### src/rtl/sram_bus_bridge_pkg.sv
// Shared types and constants for the instruction/data SRAM to single-bus bridge.
// Holds the FSM state encoding, the bus widths and the default physical address mask.
package sram_bus_bridge_pkg;

    localparam int ADDR_W = 32;
    localparam int DATA_W = 32;
    localparam int STRB_W = 4;

    // Folds kseg0/kseg1 virtual addresses onto the physical map.
    localparam logic [ADDR_W-1:0] DEFAULT_ADDR_MASK = 32'h1FFF_FFFF;

    typedef enum logic [2:0] {
        ST_IDLE   = 3'd0,
        ST_D_ADDR = 3'd1,
        ST_D_DATA = 3'd2,
        ST_I_ADDR = 3'd3,
        ST_I_DATA = 3'd4,
        ST_RESP   = 3'd5
    } state_t;

endpackage

### src/rtl/sram_bus_bridge.sv
// Serialises the pipeline's data and instruction SRAM requests onto one shared bus.
// The data access always goes first, and the pipeline is stalled until every captured access has finished.
module sram_bus_bridge
    import sram_bus_bridge_pkg::*;
#(
    parameter logic [ADDR_W-1:0] ADDR_MASK = DEFAULT_ADDR_MASK
) (
    input  logic              clk,
    input  logic              reset,
    input  logic              inst_en,
    input  logic [ADDR_W-1:0] inst_addr,
    output logic [DATA_W-1:0] inst_rdata,
    input  logic              data_en,
    input  logic [STRB_W-1:0] data_wen,
    input  logic [ADDR_W-1:0] data_addr,
    input  logic [DATA_W-1:0] data_wdata,
    output logic [DATA_W-1:0] data_rdata,
    output logic              cpu_stall,
    output logic              bus_req,
    output logic              bus_wr,
    output logic [STRB_W-1:0] bus_wstrb,
    output logic [ADDR_W-1:0] bus_addr,
    output logic [DATA_W-1:0] bus_wdata,
    input  logic              bus_addr_ok,
    input  logic              bus_data_ok,
    input  logic [DATA_W-1:0] bus_rdata,
    output state_t            dbg_state
);

    // Bus handshake: bus_req is the request valid and bus_addr_ok is its ready.
    // The request fields hold steady from the first bus_req cycle up to and
    // including the bus_addr_ok cycle. bus_data_ok is a one-cycle completion
    // strobe that counts only after (or together with) bus_addr_ok. Only one
    // transaction is outstanding at any time.

    state_t state, state_nxt;

    logic              i_flag_q;
    logic [ADDR_W-1:0] i_addr_q;
    logic [ADDR_W-1:0] d_addr_q;
    logic [STRB_W-1:0] d_wen_q;
    logic [DATA_W-1:0] d_wdata_q;

    logic capture;
    logic d_done;
    logic i_done;

    assign capture   = (state == ST_IDLE) && (inst_en || data_en);
    assign dbg_state = state;

    always_ff @(posedge clk or posedge reset) begin
        if (reset) begin
            state <= ST_IDLE;
        end else begin
            state <= state_nxt;
        end
    end

    always_comb begin
        state_nxt = state;
        cpu_stall = 1'b1;
        bus_req   = 1'b0;
        bus_wr    = 1'b0;
        bus_wstrb = '0;
        bus_addr  = '0;
        bus_wdata = '0;
        d_done    = 1'b0;
        i_done    = 1'b0;
        case (state)
            ST_IDLE: begin
                cpu_stall = inst_en || data_en;
                if (data_en) begin
                    state_nxt = ST_D_ADDR;
                end else if (inst_en) begin
                    state_nxt = ST_I_ADDR;
                end
            end
            ST_D_ADDR: begin
                bus_req   = 1'b1;
                bus_wr    = (d_wen_q != '0);
                bus_wstrb = d_wen_q;
                bus_addr  = d_addr_q & ADDR_MASK;
                bus_wdata = d_wdata_q;
                if (bus_addr_ok) begin
                    if (bus_data_ok) begin
                        d_done    = 1'b1;
                        state_nxt = i_flag_q ? ST_I_ADDR : ST_RESP;
                    end else begin
                        state_nxt = ST_D_DATA;
                    end
                end
            end
            ST_D_DATA: begin
                if (bus_data_ok) begin
                    d_done    = 1'b1;
                    state_nxt = i_flag_q ? ST_I_ADDR : ST_RESP;
                end
            end
            ST_I_ADDR: begin
                bus_req  = 1'b1;
                bus_addr = i_addr_q & ADDR_MASK;
                if (bus_addr_ok) begin
                    if (bus_data_ok) begin
                        i_done    = 1'b1;
                        state_nxt = ST_RESP;
                    end else begin
                        state_nxt = ST_I_DATA;
                    end
                end
            end
            ST_I_DATA: begin
                if (bus_data_ok) begin
                    i_done    = 1'b1;
                    state_nxt = ST_RESP;
                end
            end
            ST_RESP: begin
                cpu_stall = 1'b0;
                state_nxt = ST_IDLE;
            end
            default: begin
                state_nxt = ST_IDLE;
            end
        endcase
    end

    // Request bank: snapshot of the pipeline's ports taken when leaving IDLE.
    always_ff @(posedge clk or posedge reset) begin
        if (reset) begin
            i_flag_q  <= 1'b0;
            i_addr_q  <= '0;
            d_addr_q  <= '0;
            d_wen_q   <= '0;
            d_wdata_q <= '0;
        end else if (capture) begin
            i_flag_q  <= inst_en;
            i_addr_q  <= inst_addr;
            d_addr_q  <= data_addr;
            d_wen_q   <= data_wen;
            d_wdata_q <= data_wdata;
        end
    end

    // Stores complete without touching data_rdata, so the last load value stays visible.
    always_ff @(posedge clk or posedge reset) begin
        if (reset) begin
            data_rdata <= '0;
            inst_rdata <= '0;
        end else begin
            if (d_done && (d_wen_q == '0)) begin
                data_rdata <= bus_rdata;
            end
            if (i_done) begin
                inst_rdata <= bus_rdata;
            end
        end
    end

endmodule

### config.mk
export PLATFORM = sky130hd
export DESIGN_NAME = sram_bus_bridge
export DESIGN_NICKNAME = d
export VERILOG_FILES = /design/src/rtl/sram_bus_bridge_pkg.sv /design/src/rtl/sram_bus_bridge.sv
export SDC_FILE = /design/constraint.sdc
export NUM_CORES = 1
export LEC_CHECK = 0
export CORE_UTILIZATION = 47
export DETAILED_ROUTE_END_ITERATION = 10
export PLACE_DENSITY = 0.82
export SLEW_MARGIN = 0
export SYNTH_ARGS = -nofsm -noshare
export SYNTH_HDL_FRONTEND = slang
export SYNTH_SLANG_ARGS = --single-unit
### constraint.sdc
create_clock -name clk -period 16.3 [get_ports clk]
set_input_delay 3.26 -clock clk [delete_from_list [all_inputs] [get_ports clk]]
set_output_delay 3.26 -clock clk [all_outputs]
set_load 0.05 [all_outputs]
; ---- Word-level counts from Yosys, hierarchy flattened
; Cells that the tools add are included.
[classes]
n_reduce_logical = 8
n_eq_ne = 10
muxes = 20
[ops]
columns = operator, n
row1 = 29-bit case mux with 2 select lines, 1
row2 = 32-bit two-way mux, 1
row3 = 3-bit two-way mux, 8
row4 = 3-bit case mux with 5 select lines, 1
row5 = "2-bit inequality test, second input constant", 4
row6 = "3-bit by 2-bit == test with 1-bit output, second input constant", 2
row7 = "3-bit == test, second input constant", 2
row8 = 1-bit case mux with 2 select lines, 3
row9 = 1-bit two-way mux, 5
row10 = 5-bit AND reduction, 1
row11 = 4-bit zero test, 1
row12 = 4-bit two-way mux, 1
row13 = 4-bit nonzero test, 1
row14 = "3-bit by 1-bit == test with 1-bit output, second input constant", 1
row15 = 3-bit zero test, 1
row16 = "3-bit inequality test, second input constant", 1
row17 = 1-bit logical AND, 2
row18 = 2-bit OR reduction, 1
row19 = 1-bit logical OR, 1
[totals]
reg_bits = 162
inputBits = 138

; ---- Logic depth before layout (Yosys ltp)
[logic_depth]
ltp_word = 4
depth_mapped = 6
mapped_depth_nobuf = 3

; ---- Worst setup path after synthesis
; No wires, ideal clock.
[synth_timing]
kind = input to output
from = input data_en
to = output cpu_stall
t_arrival_ps = 3921
stages = 3
required_ps = 13040
path_buffers = 0
setup_slack_ps = 9119
cell_sequence = nor4_1 a21oi_1 or2_2
[synth_between]
elab_chain_cells = 2
[synth_lines]
columns = item, line
row1 = start: declaration, sram_bus_bridge.sv:13  ; input logic data_en,
row2 = 1-bit logical OR, sram_bus_bridge.sv:71  ; cpu_stall = inst_en || data_en;
row3 = 1-bit case mux with 2 select lines, sram_bus_bridge.sv:69  ; case (state)
row4 = end: declaration, sram_bus_bridge.sv:18  ; output logic cpu_stall,
; No other way between the ends.

; ---- Worst setup path after layout
; Ends and elaborated chain as after synthesis.

==> flow_metrics.tcl <==
set metrics [dict create \
    clockBufferDepth 2 \
    antenna_found_initial 0 \
    ir_drop_uv 185.7 \
    hold_ws_ps 475.6 \
    cts_tree "yes" \
    fin_ws_ps 7969 \
    cts-root-buf "clkbuf_16" \
    synth_edf_count 0 \
    end_kind "primary output" \
    setup_viol 0 \
    ys.flop_type "dfrtp_1" \
    synth_most_common_cell "dfrtp_1" \
    pin_count 276 \
    crit_type "input port to primary output" \
    slew_viol_final 0 \
    path_cells "clkdlybuf4s50_1, nor4_1, a21oi_1, or2_2, clkdlybuf4s50_1" \
    cpMostUsedCell "clkdlybuf4s50_1" \
    grt_pass1_vias 5185 \
    cpPeakStageDelay_ps 720 \
    tns_ps 0 \
    grt_setup_unrepaired "false" \
    fin_nets 886 \
    fp.coreArea_um2 14590 \
    fillers 971 \
    layout_min_cycle_time_ps 8331 \
    routed_wl_mm 16.54 \
    htree_levels 4 \
    dp_slack_ps 7957 \
    seq_area_frac_synth 0.5759 \
    synth_area_leaders "dfrtp_1 (58%), mux2_2 (11%), mux2_1 (9.6%), mux2_4 (6.4%), mux2i_1 (4.1%)" \
    p_per_area_nw_per_um2 242.2 \
    globalplace.congestion 0.7539 \
    track_usage 0.2226 \
    syn_avg_cell_area_um2 14.51 \
    drc_errors 0 \
    yosys_warnings 0 \
    insertedDiodeCount 0 \
    synth-seq-cells 162 \
    final_core_util 0.7160 \
    first_pass_iters 4 \
    critical_path.startpoint_type "input port" \
    drive_gt1_frac 0.1895 \
    clk_latency_ps 420 \
    hold_viol_final 0 \
    slew_headroom 0.3172 \
    finalCritPeriodShare 0.5111 \
    cts_num_sinks 162 \
    drt-initial-drc-count 184 \
    cts_buffers 17 \
    grt_pass1_wl_mm 27.26 \
    dp_hpwl_mm 11.59 \
    skew_ps 7.503 \
    area_growth_pct 48.38 \
    worstMarginPinSlew_ps 1024 \
    grt_max_degree 83 \
    viasPerCell 5.077 \
    cap_violations 0 \
    max_freq_mhz 120.0 \
    slowest_stage "clkdlybuf4s50_1" \
    die-area_um2 15470 \
    post_cts.repair.setup_buffers 0 \
    hp-class "flip-flop to flip-flop" \
    die_h_um 124.4 \
    syn_inst 485 \
    start_util 0.4825 \
    core.rowCount 44 \
    syn_area_um2 7039 \
    yosys.area.top_type_share 0.5759 \
    numPortBuffers 266 \
    ant_nets 0 \
    die_width_um 124.4 \
    cts-hold-fix-buffers 0 \
    via_count 4793 \
    path_clk_slew_ps 60 \
    status "finished, final reports clean" \
    synth_async_sr_flop_share 1.000 \
    wl_per_cell_um 17.52 \
    cp.required_ps 13040 \
    cp_max_fo 5 \
    worstPathArrival_ps 5070 \
    grt.overflow.total 0 \
    synth_top_area_cell "dfrtp_1" \
    synth_commonest_cells "dfrtp_1 (162), mux2_2 (68), mux2_1 (60), and2_1 (36), nor2_1 (31)" \
    p_leak_nw 4.513 \
    cts_resized 0 \
    ys_types 38 \
]
-- logic make-up (layout without fill, tap and decap cells) --
group,Yosys count,in the layout,share of synthesized area
muxes,187,187,0.3100
DFF,162,162,0.5759
and+or+nand+nor,85,85,0.06541
buffers and inverters,35,308,0.03253
AOI/OAI and AO/OA,14,14,0.01440
other,1,3,0.0005327
xor gates and xnor gates,1,1,0.001244
-- per-layer routing --
layer | GRT usage | wire length (um) | share of wire
met5 | 0 | 0 | 0
met4 | 0.07938 | 356 | 0.022
met3 | 0.07990 | 1301 | 0.079
met2 | 0.3692 | 8099 | 0.49
met1 | 0.2659 | 6780 | 0.41
-- stage by stage --
| stage | cell area, um2 | power, mW | std cells |
|---|---|---|---|
| after floorplan | 7047 | 1.680 | 487 |
| after global placement | 9809 | 2.083 | 913 |
| after detailed placement | 9809 | 2.122 | 913 |
| after CTS | 10450 | 2.556 | 944 |
| after global routing | 10450 | 2.655 | 944 |
| final | 10450 | 2.530 | 944 |
-- critical path: cells and delay by family --
| kind | cells | cell delay, ps |
|---|---|---|
| and+or+nand+nor | 2 | 550 |
| buffers and inverters | 2 | 1190 |
| AOI/OAI and AO/OA | 1 | 70 |
-- placed cells by master, fill, tap and decap left out, drive strengths merged --
cell,n
clkdlybuf4s50,266
dfrtp,162
mux2,158
and2,36
nor2,31
mux2i,29
clkbuf,19
buf,8
clkinv,5
bufinv,4
a21oi,3
conb,3
clkinvlp,3
inv,3
nor3,3
nand2b,2
nor4,2
a31oi,2
o21a,2
nand2,2
nor2b,2
or2,2
nor3b,1
and4b,1
o21ai,1
and3,1
a41oi,1
o21bai,1
nand3b,1
or4b,1
a21boi,1
o22ai,1
xor2,1
o2111ai,1
a22o,1
-- final cells by class --
class                      count  area (um2)  share of cell area
clock buffer                  19       452.9             0.04336
clock inverter                12       182.7             0.01749
timing repair buffer         274        2723              0.2607
inverter                       3       16.27            0.001557
sequential                   162        4055              0.3882
tap                          184       230.2             0.02204
multi-input combinational    290        2785              0.2667
-- power by group --
part | internal [mW] | switching [mW] | total, mW
clock | 0.264 | 0.158 | 0.422
combinational | 0.550 | 0.838 | 1.39
sequential | 0.604 | 0.116 | 0.720
-- sequential cells by signal, summed over array words and instances, names as in the netlist --
| name | count |
|---|---|
| d_wdata_q | 32 |
| data_rdata | 32 |
| inst_rdata | 32 |
| d_addr_q | 29 |
| i_addr_q | 29 |
| d_wen_q | 4 |
| dbg_state | 3 |
| i_flag_q | 1 |
-- path summary, 6_finish.rpt --
path                              start             end  slack, ps  cells past startpoint
hold reg to reg            d_wdata_q[1]    d_wdata_q[1]        480                      1
hold / removal             d_wdata_q[1]    d_wdata_q[1]        480                      1
setup / recovery                data_en       cpu_stall       7970                      5
max in group asynchronous         reset    dbg_state[1]      11370                      3
setup reg to reg           dbg_state[1]   d_wdata_q[31]      13550                      5
min in group asynchronous         reset  inst_rdata[11]       3350                      2
Note: power is estimated with default switching activity, not from simulation.
